===== src/rtl/pll_seq_pkg.sv =====
// Shared definitions for the PLL lock sequencer: state encoding and counter sizing.
package pll_seq_pkg;

  typedef enum logic [2:0] {
    StResetPll = 3'd0,
    StWaitLock = 3'd1,
    StFilter   = 3'd2,
    StRelease  = 3'd3,
    StRun      = 3'd4
  } pll_state_e;

  // Bits needed to hold values 0..max_val (never less than one bit).
  function automatic int unsigned cnt_width(input int unsigned max_val);
    return (max_val < 2) ? 1 : $clog2(max_val + 1);
  endfunction

endpackage


===== src/rtl/sync_2ff.sv =====
// Two-flop synchroniser for a single asynchronous level signal.
module sync_2ff (
  input  logic clk_i,
  input  logic rst_i,
  input  logic d_i,
  output logic q_o
);

  logic meta_q;
  logic sync_q;

  always_ff @(posedge clk_i) begin
    if (rst_i) begin
      meta_q <= 1'b0;
      sync_q <= 1'b0;
    end else begin
      meta_q <= d_i;
      sync_q <= meta_q;
    end
  end

  assign q_o = sync_q;

endmodule


===== src/rtl/pll_lock_sequencer.sv =====
// PLL bring-up sequencer: pulses the PLL reset, filters lock, then releases channel
// resets in ascending order, and restarts the whole sequence on lock loss or timeout.
module pll_lock_sequencer
  import pll_seq_pkg::*;
#(
  parameter int unsigned N_CH      = 4,
  parameter int unsigned RST_PULSE = 16,
  parameter int unsigned LOCK_FILT = 1024,
  parameter int unsigned STAGE_GAP = 64,
  parameter int unsigned TIMEOUT   = 65536,
  parameter int unsigned CNT_W     = 8
) (
  input  logic              clkin,
  input  logic              reset,
  input  logic              lock,
  output logic              pll_reset,
  output logic [N_CH-1:0]   ch_rst,
  output logic              all_ready,
  output logic [CNT_W-1:0]  loss_cnt,
  output logic [CNT_W-1:0]  to_cnt,
  output logic [2:0]        state_o
);

  localparam int unsigned RCW = cnt_width(RST_PULSE - 1);
  localparam int unsigned TCW = cnt_width(TIMEOUT - 1);
  localparam int unsigned FCW = cnt_width(LOCK_FILT - 1);
  localparam int unsigned SCW = cnt_width(STAGE_GAP - 1);

  localparam logic [RCW-1:0]   RST_LAST  = RCW'(RST_PULSE - 1);
  localparam logic [TCW-1:0]   TO_LAST   = TCW'(TIMEOUT - 1);
  localparam logic [FCW-1:0]   FILT_LAST = FCW'(LOCK_FILT - 1);
  localparam logic [SCW-1:0]   GAP_LAST  = SCW'(STAGE_GAP - 1);
  localparam logic [CNT_W-1:0] CNT_MAX   = '1;

  logic lock_s;

  pll_state_e       state_q, state_d;
  logic [RCW-1:0]   rcnt_q, rcnt_d;
  logic [TCW-1:0]   tcnt_q, tcnt_d;
  logic [FCW-1:0]   fcnt_q, fcnt_d;
  logic [SCW-1:0]   scnt_q, scnt_d;
  logic             pll_reset_q, pll_reset_d;
  logic [N_CH-1:0]  ch_rst_q, ch_rst_d;
  logic             all_ready_q, all_ready_d;
  logic [CNT_W-1:0] loss_cnt_q, loss_cnt_d;
  logic [CNT_W-1:0] to_cnt_q, to_cnt_d;

  logic step_release;
  logic enter_reset;
  logic lost;

  sync_2ff u_lock_sync (
    .clk_i (clkin),
    .rst_i (reset),
    .d_i   (lock),
    .q_o   (lock_s)
  );

  always_comb begin
    state_d      = state_q;
    rcnt_d       = rcnt_q;
    tcnt_d       = tcnt_q;
    fcnt_d       = fcnt_q;
    scnt_d       = scnt_q;
    pll_reset_d  = pll_reset_q;
    ch_rst_d     = ch_rst_q;
    all_ready_d  = all_ready_q;
    loss_cnt_d   = loss_cnt_q;
    to_cnt_d     = to_cnt_q;
    step_release = 1'b0;
    enter_reset  = 1'b0;
    lost         = 1'b0;

    unique case (state_q)
      StResetPll: begin
        if (rcnt_q == RST_LAST) begin
          state_d     = StWaitLock;
          pll_reset_d = 1'b0;
          tcnt_d      = '0;
        end else begin
          rcnt_d = rcnt_q + 1'b1;
        end
      end
      StWaitLock: begin
        // The WAIT_LOCK cycle that first sees lock counts as the first filtered cycle.
        if (lock_s) begin
          if (LOCK_FILT == 1) begin
            step_release = 1'b1;
          end else begin
            state_d = StFilter;
            fcnt_d  = FCW'(1);
          end
        end else if (tcnt_q == TO_LAST) begin
          enter_reset = 1'b1;
          if (to_cnt_q != CNT_MAX) to_cnt_d = to_cnt_q + 1'b1;
        end else begin
          tcnt_d = tcnt_q + 1'b1;
        end
      end
      StFilter: begin
        if (!lock_s) begin
          state_d = StWaitLock;
          tcnt_d  = '0;
        end else if (fcnt_q == FILT_LAST) begin
          step_release = 1'b1;
        end else begin
          fcnt_d = fcnt_q + 1'b1;
        end
      end
      StRelease: begin
        if (!lock_s) begin
          lost = 1'b1;
        end else if (scnt_q == GAP_LAST) begin
          step_release = 1'b1;
        end else begin
          scnt_d = scnt_q + 1'b1;
        end
      end
      StRun: begin
        if (!lock_s) lost = 1'b1;
      end
      default: enter_reset = 1'b1;
    endcase

    // Shifting in zeros from bit 0 keeps releases strictly ascending.
    if (step_release) begin
      ch_rst_d = ch_rst_q << 1;
      scnt_d   = '0;
      if (ch_rst_d == '0) begin
        state_d     = StRun;
        all_ready_d = 1'b1;
      end else begin
        state_d = StRelease;
      end
    end

    if (lost) begin
      enter_reset = 1'b1;
      if (loss_cnt_q != CNT_MAX) loss_cnt_d = loss_cnt_q + 1'b1;
    end

    if (enter_reset) begin
      state_d     = StResetPll;
      rcnt_d      = '0;
      pll_reset_d = 1'b1;
      ch_rst_d    = '1;
      all_ready_d = 1'b0;
    end
  end

  always_ff @(posedge clkin) begin
    if (reset) begin
      state_q     <= StResetPll;
      rcnt_q      <= '0;
      tcnt_q      <= '0;
      fcnt_q      <= '0;
      scnt_q      <= '0;
      pll_reset_q <= 1'b1;
      ch_rst_q    <= '1;
      all_ready_q <= 1'b0;
      loss_cnt_q  <= '0;
      to_cnt_q    <= '0;
    end else begin
      state_q     <= state_d;
      rcnt_q      <= rcnt_d;
      tcnt_q      <= tcnt_d;
      fcnt_q      <= fcnt_d;
      scnt_q      <= scnt_d;
      pll_reset_q <= pll_reset_d;
      ch_rst_q    <= ch_rst_d;
      all_ready_q <= all_ready_d;
      loss_cnt_q  <= loss_cnt_d;
      to_cnt_q    <= to_cnt_d;
    end
  end

  assign pll_reset = pll_reset_q;
  assign ch_rst    = ch_rst_q;
  assign all_ready = all_ready_q;
  assign loss_cnt  = loss_cnt_q;
  assign to_cnt    = to_cnt_q;
  assign state_o   = state_q;

endmodule


===== config.mk =====
export PLATFORM = sky130hd
export DESIGN_NAME = pll_lock_sequencer
export DESIGN_NICKNAME = d
export VERILOG_FILES = /design/src/rtl/pll_seq_pkg.sv /design/src/rtl/sync_2ff.sv /design/src/rtl/pll_lock_sequencer.sv
export SDC_FILE = /design/constraint.sdc
export NUM_CORES = 1
export LEC_CHECK = 0
export ABC_CLOCK_PERIOD_IN_PS = 3000
export BUFFER_PORTS_ARGS = -buffer_cell sky130_fd_sc_hd__buf_2
export CAP_MARGIN = 0
export CORE_ASPECT_RATIO = 0.9
export CORE_MARGIN = 4
export CORE_UTILIZATION = 55
export DETAILED_ROUTE_END_ITERATION = 7
export PLACE_DENSITY_LB_ADDON = 0.12
export SLEW_MARGIN = 20
export SYNTH_ARGS = -nofsm -noshare
export SYNTH_HDL_FRONTEND = slang
export SYNTH_SLANG_ARGS = --single-unit
export TNS_END_PERCENT = 20

===== constraint.sdc =====
create_clock -name clkin -period 3 [get_ports clkin]
set_clock_uncertainty 0.15 [all_clocks]
set_input_delay 0.15 -clock clkin [delete_from_list [all_inputs] [get_ports clkin]]
set_output_delay 0.15 -clock clkin [all_outputs]
set_load 0.01 [all_outputs]

# Word-level counts from Yosys, hierarchy flattened
# Index checks and enable logic that the tools add are counted.
# W data, S select, Z words.
[classes]
n_eq_ne = 20
bitwise = 3
muxes = 26
add_sub_neg = 6
n_reduce_logical = 18
[op_table]
columns = ["operator", "n"]
rows = [
  ["$mux W16", 4],
  ["$pmux W16 S3", 1],
  ["$mux W10", 3],
  ["$pmux W10 S2", 1],
  ["$add A16 B1 Y16 const B", 1],
  ["$add A8 B1 Y8 const B", 2],
  ["$eq A16 B16 Y1 const B", 1],
  ["$ne A8 B8 Y1 const B", 2],
  ["$mux W3", 5],
  ["$reduce_and A4 Y1", 3],
  ["$add A10 B1 Y10 const B", 1],
  ["$eq A10 B10 Y1 const B", 1],
  ["$ne A2 B2 Y1 const B", 5],
  ["$mux W1", 9],
  ["$pmux W3 S3", 1],
  ["$reduce_and A2 Y1", 4],
  ["$add A6 B1 Y6 const B", 1],
  ["$eq A3 B2 Y1 const B", 2],
  ["$eq A6 B6 Y1 const B", 1],
  ["$ne A3 B3 Y1 const B", 2],
  ["$reduce_or A2 Y1", 3],
  ["$reduce_and A5 Y1", 1],
  ["$add A4 B1 Y4 const B", 1],
  ["$eq A4 B4 Y1 const B", 1],
  ["other kinds (13)", 17],
]
[word_totals]
regBits = 63
wordCells = 85

# Longest topological paths before layout
[logic_depth]
ltp_word = 6
depth_mapped = 7
ltp_nobuf = 5

# By module
# From an unflattened synthesis, not the netlist that was laid out.
[unflattened]
hier_cells = 354
area_unflattened_um2 = 3121.7
[by_module_without_submodules]
columns = ["module", "area_per_inst_um2", "cells_each", "seq_area_each_um2", "n_inst"]
rows = [
  ["pll_lock_sequencer", 3069.2, 350, 1221.2, 1],
  ["sync_2ff", 52.6, 4, 40.0, 1],
]

# Worst setup path before layout
# No wires, ideal clock.
[synth_timing]
kind = "register to register"
start = "register tcnt_q[0]"
end = "register to_cnt_q[7], in the netlist to_cnt[7]"
slack_ns = 0.745
t_arrival_ns = 1.982
stages_incl_launch_ff = 8
n_path_buf = 2
period_less_slack_ns = 2.255
setup_ns = 0.123
cell_sequence = "dfxtp_1 -> ha_1 -> nand4_1 -> or4_1 -> buf_2 -> clkbuf_8 -> nor4_4 -> mux2_1"
[synth_between]
elab_chain_len = 2
[synth_rtl]
columns = ["item", "line", "rtl"]
rows = [
  ["start, declared", "pll_lock_sequencer.sv:39", "logic [TCW-1:0] tcnt_q, tcnt_d;"],
  ["start signal, assigned", "pll_lock_sequencer.sv:166", "tcnt_q <= tcnt_d;"],
  ["$eq A16 B16 Y1", "pll_lock_sequencer.sv:93", "end else if (tcnt_q == TO_LAST) begin"],
  ["$reduce_and A4 Y1 (no line)", "n/a", ""],
  ["end signal, assigned", "pll_lock_sequencer.sv:173", "to_cnt_q <= to_cnt_d;"],
  ["end, declared", "pll_lock_sequencer.sv:46", "logic [CNT_W-1:0] to_cnt_q, to_cnt_d;"],
]
# Every way passes these cells.
# A chain may end at the register's enable or synchronous reset.

# Worst setup path in the final report
[layout_timing]
start = "register tcnt_q[0]"
end = "register rcnt_q[2]"
[layout_between]
elab_chain_len = 6
[layout_rtl]
columns = ["item", "line", "rtl"]
rows = [
  ["$eq A16 B16 Y1", "pll_lock_sequencer.sv:93", ""],
  ["$mux W1", "pll_lock_sequencer.sv:93", ""],
  ["$mux W1", "pll_lock_sequencer.sv:86", "if (lock_s) begin"],
  ["$pmux W1 S2", "pll_lock_sequencer.sv:74", "unique case (state_q)"],
  ["$mux W1", "pll_lock_sequencer.sv:137", "if (lost) begin"],
  ["$reduce_or A2 Y1 (no line)", "n/a", ""],
  ["end signal, assigned", "pll_lock_sequencer.sv:165", "rcnt_q <= rcnt_d;"],
  ["end, declared", "pll_lock_sequencer.sv:38", "logic [RCW-1:0] rcnt_q, rcnt_d;"],
]
# Every way passes these cells.

==> impl_results.md <==
* Status: completed
* Portion of synthesized cell area occupied by the leading cell type at 38.9%
* Most instantiated cells after synthesis: dfxtp_1, a21oi_1, nand2_1, nand3_1, or4_1
* Number of filler instances in the final layout at 478
* H-tree levels at 3
* Final period utilization at 87.3%
* Antenna Violating Nets Remaining at 0
* Main combinational cell family by area after synthesis: simple AND/OR/NAND/NOR gates
* Share of synthesized cell area in full adder, half adder and majority cells at 2.32%
* Yosys warns at 0
* Total negative slack at 0 ps
* Number of CTS-inserted buffers at 9
* Layout overhead on the synthesized area at 10.9%
* Final-report hold violation count at 0
* Per-cell routed wire length at 14.7 microns
* # Post-CTS Setup Buffers at 0
* Simple-gate area share of the yosys netlist at 30.4%
* Final antenna diode count at 0
* Final setup viols at 0
* Via count of the first global-routing pass at 2,558
* Fin. max-slew vios at 0
* Detailed-route wire length at 6890 microns
* Avg Synthesized Cell Area at 8.68 sq um
* Kind of cell with the highest combined delay on the critical path: simple AND/OR/NAND/NOR gates
* Post-synth EDFFs at 0
* Met3 Track Usage GR at 6.39%
* Worst-Margin Slew at 962 ps
* Clock-pin slew of the registers on the worst-case setup and hold paths at 70 ps
* Power density over the cells at 474 nW/um^2
* Cells after synthesis at 373
* Biggest area consumer among synthesized cells: dfxtp_1
* DRC at 0
* Unique masters post-synth at 58
* Kind of critical path: register to register
* Origin of the worst setup path: tcnt_q[0]
* Post-DP HPWL at 4710 microns
* Total overflow reported by the global router at 0
* Most frequent cell after synthesis: dfxtp_1
* TritonCTS sink count at 63
* Number of buffer cells added on primary ports at 27
* Net count after synthesis at 382
* Sum of buffers and inverters on the critical path at 0
* Via density per instance at 6.16
* Number of buffers inserted for hold repair after clock tree synthesis at 1
* Compound-Gate Fraction of Synth Area at 19.6%
* Mux cell area share after synthesis at 2.94%
* Total track usage at 20.6%
* Worst vdd rail ir drop at 292 uV
* Nets at 406
* Global placement routability congestion at 0.869
* Sequential-to-total area share from yosys stat at 38.9%
* CP Cell Sequence: ha_1 -> nand4_1 -> or4_1 -> a2bb2oi_1 -> nor2_1
* Cells resized by post-CTS repair at 0
* Min-Delay Path Class: primary input to register
* Top area cells in the synthesized netlist: dfxtp_1, a21oi_1, or4_1
* I/O pin count at 28
* Kind of end point of the critical path: register
* Internal reg-to-reg setup slack at 380 ps
* Fraction of final layout cells sized beyond drive strength 1 at 14.0%
* Core region area at 5690 sq um
* Crit path launch type: register
* Peak clock frequency supported by timing at 382 MHz
* Hold path startpoint: reset
* Maximum buffer depth of the clock tree at 2
* Initial Util at 56.9%
* Primary FF master, synth: dfxtp_1
* Top fanout value on the critical path at 15
* Number of maximum-capacitance violations at 0
* XOR/XNOR Fraction of Synth Area at 1.62%
* Die height at 80.8 microns
* Async set-reset flop share out of synthesis at 0%
* Slowest stage cell, crit path: or4_1
* Data arrival time of the critical path at 2670 ps
* Max stage delay on crit path at 800 ps
* Via total after detailed routing at 2,893
* Required time of the critical path at 3050 ps
* Antenna violations before repair at 0
* Router iterations before antenna repair at 5
* Time the worst path needs with I/O delays and setup at 2620 ps
* Post-synth design cell area at 3240 sq um
* First-pass GRT wire length at 11,800 microns
* Launching point of the worst reg2reg path: tcnt_q[0]
* Number of cells in the design after placement at 455
* Die ar. at 7180 sq um
* Leak Pwr at 1.29 nW
* Total power at 0.00170 W
* Synthesized flop and latch total at 63
* FP Rows at 26
* Die X-Extent at 88.9 microns
* Routing layer with the top usage in global route: met2
* Clock latency reported for the late side of the worst-skew pair at 340 ps
* Slew Limit Headroom at 34.9%
* Global-route met1 utilization at 28.8%
* CTS tree: yes
* Maximum number of pins on one net before global-route repair at 31
* Met2 track demand over resource in global routing at 30.6%
* Non-filler instance count after layout at 470
* Number of DRC violations after detailed-routing iteration 0 at 207
* CTS root buf: clkbuf_8
* RSZ-0062 raised after global routing: false
[final timing paths]
kind | cells after the start | endpoint
worst max-delay path | 5 | rcnt_q[2]
worst min-delay path | 2 | fcnt_q[0]
worst max register to register | 5 | rcnt_q[2]
worst min register to register | 1 | u_lock_sync.q_o
[placed cells by master, fill, tap and decap left out, types with 6 or more instances in the layout]
cell,synthesis,final
and3_1,7,7
nand4_1,10,10
nor2_1,16,16
o21ai_0,17,17
nand2_1,23,23
nor4_1,7,6
dfxtp_1,63,63
clkbuf_8,1,10
inv_1,13,13
buf_2,6,27
a21oi_1,38,38
ha_1,6,6
nand3_1,23,23
or4_1,22,22
or3_1,11,11
o31ai_1,17,17
nor2b_1,7,7
[per-layer routing]
metal	vias to the layer above	part of all wire, %	wire length [microns]
li1	1490	-	-
met1	1341	51	3510
met2	58	43	2990
met3	4	5.1	353
met4	0	0.58	40
met5	-	0	0
[metrics by stage]
| step | instance area, sq um | worst slack [ps] | utilization (%) | hold WS [ps] |
|---|---|---|---|---|
| floorplan | 3240 | 745 | - | 128 |
| global placement | 3400 | 478 | 59.8 | 225 |
| detailed placement | 3400 | 435 | 59.8 | 233 |
| CTS | 3590 | 399 | 63.1 | 130 |
| global route | 3590 | 235 | 63.1 | 164 |
| finish | 3590 | 381 | 63.1 | 121 |
[registers in the layout, summed over array words and instances (netlist names)]
signal,count
state_o,3
all_ready,1
loss_cnt,8
tcnt_q,16
u_lock_sync.q_o,1
to_cnt,8
fcnt_q,10
pll_reset,1
rcnt_q,4
ch_rst,4
u_lock_sync.meta_q,1
scnt_q,6
[worst register-to-register path, delay by kind of cell, from the launching register on]
family                   cells  cell delay, ps
flip-flops                   1             350
AND/OR/NAND/NOR              3            1110
AO/OA/AOI/OAI                1             630
adder cells (fa/ha/maj)      1             240
[kinds of logic after synthesis]
family                     count (synthesis)
DFF                                       63
buffers and inverters                     31
and+or+nand+nor                          158
muxes                                      9
AOI/OAI and AO/OA                        100
xor gates and xnor gates                   6
adders and majority gates                  6
[report_power, final]
group / internal, W / switching [W]
clock: 0.000399 / 0.000303
sequential: 0.000865 / 0.0000253
combinational: 0.0000468 / 0.0000641
total: 0.00131 / 0.000392
[cell type report]
class,instances,area (sq um),share of cell area (%)
Sequential cell,63,1260,35.1
Clock buffer,13,149,4.14
Multi-Input combinational cell,279,1850,51.4
Timing Repair Buffer,31,168,4.67
Tap cell,70,87.6,2.44
Inverter,13,48.8,1.36
Clock inverter,1,30.0,0.836
(Power assumes the default switching activity.)
